$ cat config.mk
export PLATFORM = sky130hd
export DESIGN_NAME = branch_predict_unit
export DESIGN_NICKNAME = d
export VERILOG_FILES = /design/src/rtl/branch_predict_unit_pkg.sv /design/src/rtl/branch_compare.sv /design/src/rtl/branch_predict_unit.sv
export SDC_FILE = /design/constraint.sdc
export NUM_CORES = 1
export LEC_CHECK = 0
export ABC_AREA = 1
export BUFFER_PORTS_ARGS = -buffer_cell sky130_fd_sc_hd__buf_4
export CAP_MARGIN = 10
export CORE_ASPECT_RATIO = 1.1
export CORE_UTILIZATION = 40
export CTS_CLUSTER_SIZE = 14
export DETAILED_ROUTE_END_ITERATION = 8
export MAX_ROUTING_LAYER = met4
export PLACE_DENSITY = 0.6
export SETUP_SLACK_MARGIN = 0.05
export SLEW_MARGIN = 40
export SYNTH_ARGS = -nofsm -noshare
export SYNTH_HDL_FRONTEND = slang
export SYNTH_SLANG_ARGS = --single-unit
$ cat constraint.sdc
create_clock -name clk -period 13.05 [get_ports clk]
set_clock_uncertainty 0.1 [all_clocks]
set_input_delay 0.6525 -clock clk [delete_from_list [all_inputs] [get_ports clk]]
set_output_delay 0.6525 -clock clk [all_outputs]
set_load 0.02 [all_outputs]
$ cat src/rtl/branch_predict_unit_pkg.sv
// Shared definitions for the branch prediction / resolution slice.
// Contents: BrOp class encodings, funct3 codes for conditional branches,
// the 2-bit saturating counter type with its four states, and the
// counter training function used by the branch history table.
package branch_predict_unit_pkg;

    // BrOp[4:3] class encodings; any value with the MSB set is a jump.
    localparam logic [1:0] BR_NONE     = 2'b00;
    localparam logic [1:0] BR_COND     = 2'b01;
    localparam logic       BR_JUMP_MSB = 1'b1;

    // funct3 codes of the conditional branches (010 and 011 are not branches).
    localparam logic [2:0] F3_BEQ  = 3'b000;
    localparam logic [2:0] F3_BNE  = 3'b001;
    localparam logic [2:0] F3_BLT  = 3'b100;
    localparam logic [2:0] F3_BGE  = 3'b101;
    localparam logic [2:0] F3_BLTU = 3'b110;
    localparam logic [2:0] F3_BGEU = 3'b111;

    // 2-bit saturating predictor counter; MSB is the predicted direction.
    typedef logic [1:0] ctr2_t;
    localparam ctr2_t SN = 2'b00;
    localparam ctr2_t WN = 2'b01;
    localparam ctr2_t WT = 2'b10;
    localparam ctr2_t ST = 2'b11;

    // Move a counter one step towards the resolved direction, saturating at the ends.
    function automatic ctr2_t ctr_update(input ctr2_t cur, input logic taken);
        ctr2_t nxt;
        case (cur)
            SN:      nxt = taken ? WN : SN;
            WN:      nxt = taken ? WT : SN;
            WT:      nxt = taken ? ST : WN;
            ST:      nxt = taken ? ST : WT;
            default: nxt = WN;
        endcase
        return nxt;
    endfunction

endpackage

$ cat src/rtl/branch_compare.sv
// Combinational branch resolver, shared with the single-cycle core.
// Ports:
//   ru1, ru2  : rs1 / rs2 operands (XLEN bits)
//   br_op     : [4:3] class (00 none, 01 conditional, 1x jump), [2:0] funct3
//   taken     : resolved direction
//   is_br     : legal conditional branch
//   is_jmp    : unconditional jump
module branch_compare
    import branch_predict_unit_pkg::*;
#(
    parameter int XLEN = 32
) (
    input  logic [XLEN-1:0] ru1,
    input  logic [XLEN-1:0] ru2,
    input  logic [4:0]      br_op,
    output logic            taken,
    output logic            is_br,
    output logic            is_jmp
);

    // Decode the branch class and evaluate the compare selected by funct3.
    always_comb begin
        taken  = 1'b0;
        is_br  = 1'b0;
        is_jmp = 1'b0;
        if (br_op[4] == BR_JUMP_MSB) begin
            taken  = 1'b1;
            is_jmp = 1'b1;
        end else if (br_op[4:3] == BR_COND) begin
            case (br_op[2:0])
                F3_BEQ:  begin is_br = 1'b1; taken = (ru1 == ru2); end
                F3_BNE:  begin is_br = 1'b1; taken = (ru1 != ru2); end
                F3_BLT:  begin is_br = 1'b1; taken = ($signed(ru1) <  $signed(ru2)); end
                F3_BGE:  begin is_br = 1'b1; taken = ($signed(ru1) >= $signed(ru2)); end
                F3_BLTU: begin is_br = 1'b1; taken = (ru1 <  ru2); end
                F3_BGEU: begin is_br = 1'b1; taken = (ru1 >= ru2); end
                // 010 / 011 are reserved: behave as a non-branch.
                default: begin is_br = 1'b0; taken = 1'b0; end
            endcase
        end else begin
            taken = 1'b0;
        end
    end

endmodule

$ cat src/rtl/branch_predict_unit.sv
// Branch predict / resolve unit: BHT of 2-bit counters read by fetch,
// resolution and training in execute, mispredict flush pulse and statistics.
// Ports:
//   clk, rst          : clock (rising edge), asynchronous active-high reset
//   if_pc             : fetch PC; if_pred_taken is its combinational prediction
//   ex_valid, ex_pc   : execute-stage instruction valid and PC
//   ex_pred_taken     : prediction that travelled down with the instruction
//   RU1, RU2, BrOp    : operands and branch opcode of the EX instruction
//   NextPCSrc         : combinational resolved taken
//   mispredict        : registered one-cycle flush pulse
//   branch_count      : saturating count of resolved conditional branches
//   mispredict_count  : saturating count of mispredicts (branches and jumps)
module branch_predict_unit
    import branch_predict_unit_pkg::*;
#(
    parameter int XLEN        = 32,
    parameter int BHT_ENTRIES = 64,
    parameter int CNT_W       = 16
) (
    input  logic             clk,
    input  logic             rst,
    input  logic [XLEN-1:0]  if_pc,
    output logic             if_pred_taken,
    input  logic             ex_valid,
    input  logic [XLEN-1:0]  ex_pc,
    input  logic             ex_pred_taken,
    input  logic [XLEN-1:0]  RU1,
    input  logic [XLEN-1:0]  RU2,
    input  logic [4:0]       BrOp,
    output logic             NextPCSrc,
    output logic             mispredict,
    output logic [CNT_W-1:0] branch_count,
    output logic [CNT_W-1:0] mispredict_count
);

    localparam int IDX_W = $clog2(BHT_ENTRIES);

    ctr2_t             bht_q [BHT_ENTRIES];
    ctr2_t             bht_d [BHT_ENTRIES];
    logic              mispredict_q, mispredict_d;
    logic [CNT_W-1:0]  branch_count_q, branch_count_d;
    logic [CNT_W-1:0]  mispredict_count_q, mispredict_count_d;

    logic [IDX_W-1:0]  if_idx_s;
    logic [IDX_W-1:0]  ex_idx_s;
    logic              taken_s;
    logic              is_br_s;
    logic              is_jmp_s;
    logic              unused_pc_bits_s;

    // Word-aligned PCs: bits [1:0] are dropped, the next IDX_W bits index the table.
    assign if_idx_s = if_pc[IDX_W+1:2];
    assign ex_idx_s = ex_pc[IDX_W+1:2];
    assign unused_pc_bits_s = ^{if_pc[XLEN-1:IDX_W+2], if_pc[1:0],
                                ex_pc[XLEN-1:IDX_W+2], ex_pc[1:0]};

    branch_compare #(
        .XLEN (XLEN)
    ) u_branch_compare (
        .ru1    (RU1),
        .ru2    (RU2),
        .br_op  (BrOp),
        .taken  (taken_s),
        .is_br  (is_br_s),
        .is_jmp (is_jmp_s)
    );

    // Prediction reads registered state only; an EX update shows up next cycle.
    assign if_pred_taken    = bht_q[if_idx_s][1];
    assign NextPCSrc        = ex_valid & taken_s;
    assign mispredict       = mispredict_q;
    assign branch_count     = branch_count_q;
    assign mispredict_count = mispredict_count_q;

    // Next-state for the BHT entry, the flush pulse and the statistics counters.
    always_comb begin
        bht_d              = bht_q;
        mispredict_d       = 1'b0;
        branch_count_d     = branch_count_q;
        mispredict_count_d = mispredict_count_q;

        if (ex_valid && is_br_s) begin
            bht_d[ex_idx_s] = ctr_update(bht_q[ex_idx_s], taken_s);
            if (branch_count_q != {CNT_W{1'b1}}) begin
                branch_count_d = branch_count_q + CNT_W'(1);
            end else begin
                branch_count_d = branch_count_q;
            end
        end else begin
            bht_d = bht_q;
        end

        if (ex_valid && (is_br_s || is_jmp_s) && (NextPCSrc != ex_pred_taken)) begin
            mispredict_d = 1'b1;
            if (mispredict_count_q != {CNT_W{1'b1}}) begin
                mispredict_count_d = mispredict_count_q + CNT_W'(1);
            end else begin
                mispredict_count_d = mispredict_count_q;
            end
        end else begin
            mispredict_d = 1'b0;
        end
    end

    // State registers; reset puts every predictor entry at weakly-not-taken.
    always_ff @(posedge clk or posedge rst) begin
        if (rst) begin
            for (int i = 0; i < BHT_ENTRIES; i++) begin
                bht_q[i] <= WN;
            end
            mispredict_q       <= 1'b0;
            branch_count_q     <= {CNT_W{1'b0}};
            mispredict_count_q <= {CNT_W{1'b0}};
        end else begin
            bht_q              <= bht_d;
            mispredict_q       <= mispredict_d;
            branch_count_q     <= branch_count_d;
            mispredict_count_q <= mispredict_count_d;
        end
    end

endmodule
Word-level counts from Yosys, hierarchy flattened
Cells that the tools add are included.
- $add $sub $neg: 2
- multipliers: 0
- divide/modulo/power cells: 0
- order comparisons: 7
- equality and inequality tests: 14
- shift-type cells: 0
- multiplexer cells: 23
- bitwise operators: 3
- reductions and logical operators: 10
- operators by type and width (kind ; number):
    $bwmux W128 ; 1
    $ge A32 B32 Y1 ; 2
    $lt A32 B32 Y1 ; 2
    $add A16 B1 Y16 const B ; 2
    $eq A32 B32 Y1 ; 1
    $ne A16 B16 Y1 const B ; 2
    $ne A32 B32 Y1 ; 1
    $bmux W2 S6 ; 2
    $mux W2 ; 8
    $ge A7 B7 Y1 const B ; 2
    $not A6 Y7 ; 2
    $demux W2 S6 ; 1
    $eq A3 B3 Y1 const B ; 4
    $mux W1 ; 9
    $pmux W2 S4 ; 1
    $lt A7 B1 Y1 const B ; 1
    $pmux W1 S6 ; 1
    $reduce_or A6 Y1 ; 1
    $eq A2 B1 Y1 const B ; 2
    $eq A2 B2 Y1 const B ; 2
    $logic_and A1 B1 Y1 ; 4
    $reduce_and A2 Y1 ; 2
    $eq A3 B1 Y1 const B ; 1
    $logic_not A3 Y1 ; 1
    other kinds (4) ; 4
- flip-flop bits (word level): 161
- latch bits: 0
- bits in writable memories: 0
- bits in read-only memories: 0
- output and inout bits: 35
- memories kept: 0

Logic depth before layout (Yosys ltp)
- depth after elaboration: 9
- depth in mapped cells: 23
- gate-level depth less buffers: 22

By module
From an unflattened synthesis, not the netlist that was laid out.
- cells, all modules: 1537
- area total of the unflattened synthesis: 10349.9 µm²
- modules (own cells, without submodules) (module ; times used ; cells each ; area an instance (µm²) ; seq. area each (µm²)):
    branch_predict_unit ; 1 ; 1362 ; 9318.9 ; 4108.9
    branch_compare ; 1 ; 175 ; 1031.0 ; 0.0

Worst setup path after synthesis
No wires, ideal clock.
- path type: in2out
- from: input port RU2[19]
- to: output port NextPCSrc
- arrival: 2266 ps
- path slack: 10032 ps
- stages: 12
- path buffers: 0
- path through: inv_1 -> ha_1 -> a21o_1 -> o21ai_0 -> nand2_1 -> a21oi_1 -> nand3_1 -> nand3_1 -> nand2_1 -> nand3_1 -> nand2_1 -> nor2_1
- cells in the longest elaborated chain, start to end: 5
- RTL lines (element ; line ; source):
    start, declared ; branch_predict_unit.sv:28 ; input logic [XLEN-1:0] RU2,
    $ge A32 B32 Y1, or another cell as far along ; branch_compare.sv:36 ; F3_BGEU: begin is_br = 1'b1; taken = (ru1 >= ru2); end
    $pmux W1 S6 * ; branch_compare.sv:30 ; case (br_op[2:0])
    $mux W1 * ; branch_compare.sv:29 ; end else if (br_op[4:3] == BR_COND) begin
    $mux W1 * ; branch_compare.sv:26 ; if (br_op[4] == BR_JUMP_MSB) begin
    $and A1 B1 Y1 * ; branch_predict_unit.sv:70 ; assign NextPCSrc = ex_valid & taken_s;
    end, declared ; branch_predict_unit.sv:30 ; output logic NextPCSrc,
Every way passes the cells marked *; elsewhere a longest branch is shown, timed or not.

Worst setup path in the final report
- from: input port ex_pc[4]
- to: register bht_q[124] (netlist name)
- cells in the longest elaborated chain, start to end: 8
- RTL lines (element ; line ; source):
    start, declared ; branch_predict_unit.sv:25 ; input logic [XLEN-1:0] ex_pc,
    $not A6 Y7 (not written as such) * ; branch_predict_unit.sv:83 ; bht_d[ex_idx_s] = ctr_update(bht_q[ex_idx_s], taken_s);
    $bmux W2 S6 ; branch_predict_unit.sv:83 ;
    $mux W2 (not written as such) (2 in series) ; branch_predict_unit.sv:83 ;
    $eq A2 B2 Y1, or another cell as far along ; branch_predict_unit_pkg.sv:30 ; case (cur)
    $pmux W2 S4 ; branch_predict_unit_pkg.sv:30 ;
    $mux W2 ; branch_predict_unit.sv:82 ; if (ex_valid && is_br_s) begin
    $bwmux W128 * ; branch_predict_unit.sv:83 ;
    end signal, assigned ; branch_predict_unit.sv:115 ; bht_q <= bht_d;
    end, declared ; branch_predict_unit.sv:38 ; ctr2_t bht_q [BHT_ENTRIES];
Every way passes the cells marked *; elsewhere a longest branch is shown, timed or not. The select of a mux whose other input is x is not followed.
A chain may end at the register's enable or synchronous reset.

==> impl_metrics.tcl <==
set metrics [dict create \
    status "finished, final reports clean" \
    dp_hpwl_um 18700 \
    netlist_area_um2 10000 \
    cts_root_buf "clkbuf_16" \
    viasPerCell 5.19 \
    worstSetupStartpointType "primary input" \
    worst-r2r-setup-slack_ns 10.10 \
    synth-seq-cells 161 \
    clock-sinks 161 \
    crit_chain "buf_4 > nand3_2 > inv_1 > a22oi_1 > nand3_1 > o21ai_1 > nand2_1 > inv_1 > nand2_1 > nor2_1 > inv_1 > nand2_1 > nand2_1 > nand2_4 > buf_6 > o21ai_0" \
    finalCritPeriodShare_pct 28.7 \
    ys.flop_type "dfrtp_1" \
    yosysUniqueCellTypes 42 \
    worst_path_largest_cell_delay_ns 0.55 \
    gp_congestion 0.868 \
    syn-instance-count 1347 \
    cts_setup_buffers 0 \
    wl_per_cell_um 16.2 \
    wl_um 28700 \
    tns_ns 0 \
    top_usage_layer "met2" \
    reg2regPathDepth 13 \
    critical_path_class "primary input to register" \
    cts_tree "yes" \
    rsz0062_at_grt "false" \
    vias 9196 \
    ctsHoldBuffers 0 \
    diodes 0 \
    synth_top_area_cell "dfrtp_1" \
    synth_edf_count 0 \
    row_count 60 \
    min_period_ns 3.75 \
    grtUsageTotal_pct 24.1 \
    cts_buffers 17 \
    gr-total-overflow 0 \
    pre_cts_slack_ns 8.87 \
    fp.dieArea_um2 25700 \
    setup_violations 0 \
    die_x_um 153 \
    crit_required_ns 13.30 \
    syn-num-nets 1518 \
    whs_ns 0.199 \
    power_density_nw_per_um2 107 \
    grt_max_degree 99 \
    area_growth_pct 16.3 \
    cpMostUsedCell "nand2_1" \
    timing.fmax_mhz 267 \
    netlist_top_cells_area "dfrtp_1, nand2_1, dfstp_2" \
    hold_viol 0 \
    synth_top_area_share_pct 24.2 \
    ir_drop_uv 75.8 \
    grt_pass1_vias 8977 \
    syn_avg_cell_area_um2 7.44 \
    fp.dieH_um 168 \
    ant_nets 0 \
    insertion_delay_ns 0.45 \
    drt-pass1-iter-count 6 \
    drv_cap 0 \
    power_leakage_nw 5.56 \
    end_kind "register" \
    cts_max_level 4 \
    nFillCells 2411 \
    clkSlewWorstSetupHoldPaths_ns 0.08 \
    ys_seq_area_share_pct 41.0 \
    cts_buffer_depth 2 \
    io_pins 172 \
    drt_iter0_drc 635 \
    final_max_slew_viol_count 0 \
    maxSlewHeadroom_pct 45.1 \
    worst-slew-pin-transition_ns 0.822 \
    port_buffers 119 \
    async_reset_ff_share_pct 100 \
    drive_gt1_share_pct 20.4 \
    r2r_end "bht_q[124]" \
    cp_slowest_cell "buf_6" \
    drcViolationCount 0 \
    total_power_mw 1.25 \
    start_util_pct 40.8 \
    synth_warnings 0 \
    cts_resized 0 \
    grt_util_met3_pct 4.40 \
    grt_use_met1_pct 30.4 \
    grt_use_met2_pct 38.9 \
    crit_fanout 52 \
    layout_setup_ws_ns 9.30 \
    grt_pass1_wl_um 47200 \
    r2r-start "bht_q[117]" \
    crit_arrival_ns 4.00 \
    hp-class "primary input to asynchronous set/reset pin" \
    core_um2 24500 \
    antenna_found_initial 0 \
    nNetsFinal 1621 \
]
## critical path, delay by kind of cell
| family | cells | cell delay, ns |
|---|---|---|
| AND/OR/NAND/NOR | 8 | 1.14 |
| AO/OA/AOI/OAI | 3 | 0.79 |
| buffers and inverters | 5 | 1.32 |
## cell families after synthesis
group | after synthesis | synth area share [%]
compound gates | 187 | 12.6
xor+xnor | 29 | 2.54
fa+ha+maj | 34 | 4.25
buf+inv | 218 | 9.40
flops | 161 | 41.0
simple gates | 718 | 30.2
## layout make-up
cell class              count  area [um^2]  area share (%)
multi-input cells         968         4970            42.6
flip-flops and latches    161         4110            35.3
repair buffers            125          946            8.12
inverters                 177          672            5.77
clock buffers              18          429            3.68
well taps                 310          388            3.33
clock inverters            14          138            1.18
## layout by cell type (no fill, tap or decap), types with 3 or more instances in the layout
master	n
nand4_1	39
xnor2_1	10
nor2_1	92
dfrtp_1	97
a211oi_1	3
nand3_1	28
dfstp_2	64
nand3_2	4
buf_4	123
inv_8	5
o22ai_1	16
clkbuf_16	17
o21ai_1	7
a22o_1	3
inv_1	167
o2111ai_1	3
xor2_1	19
o21ai_2	58
inv_6	6
o21ai_0	55
nor3_1	67
inv_2	7
nor3_2	3
nand2_1	473
a21oi_1	19
a22oi_1	15
ha_1	34
## through the flow
step | utilization, % | std cells | instance area [um^2]
global placement | 45.1 | 1741 | 11100
finish | 47.5 | 1773 | 11600
floorplan | - | 1347 | 10000
global route | 47.5 | 1773 | 11600
detailed placement | 45.1 | 1741 | 11100
CTS | 47.4 | 1773 | 11600
## where the power goes
group	switching, mW	internal [mW]	leakage, nW
combinational	0.129	0.0728	3.29
sequential	0.0235	0.527	2.00
clock	0.240	0.254	0.273
## state kept, by name (all words and copies together), names as in the netlist
signal / count
mispredict_count: 16
branch_count: 16
bht_q: 128
mispredict: 1
## metal layers
layer | routed length [um] | vias to the layer above | share of wire (%)
li1 | - | 4547 | -
met1 | 12600 | 4307 | 44
met2 | 13500 | 287 | 47
met3 | 1800 | 55 | 6.3
met4 | 751 | 0 | 2.6
met5 | 0 | - | 0
## worst max-delay path by stage
stage / startpoint / endpoint / slack, ns
floorplan: rst / bht_q[101] / 8.06
global placement: ex_pc[4] / bht_q[126] / 8.75
detailed placement: ex_pc[4] / bht_q[126] / 8.87
CTS: ex_pc[4] / bht_q[122] / 9.36
global route: ex_pc[4] / bht_q[120] / 9.08
finish: ex_pc[4] / bht_q[124] / 9.30
## cells in the mapped netlist (7+ instances only)
library cell    n
o21ai_0        55
xor2_1         19
o21ai_2        58
dfstp_2        64
nand4_1        39
a21oi_1        19
xnor2_1        10
clkbuf_1       13
a22oi_1        15
dfrtp_1        97
buf_6          14
inv_1         168
nor2_1         92
ha_1           34
nor3_1         67
nand3_1        28
nand2_1       473
inv_2           7
o22ai_1        16
o21ai_1         7
(Power assumes the default switching activity.)
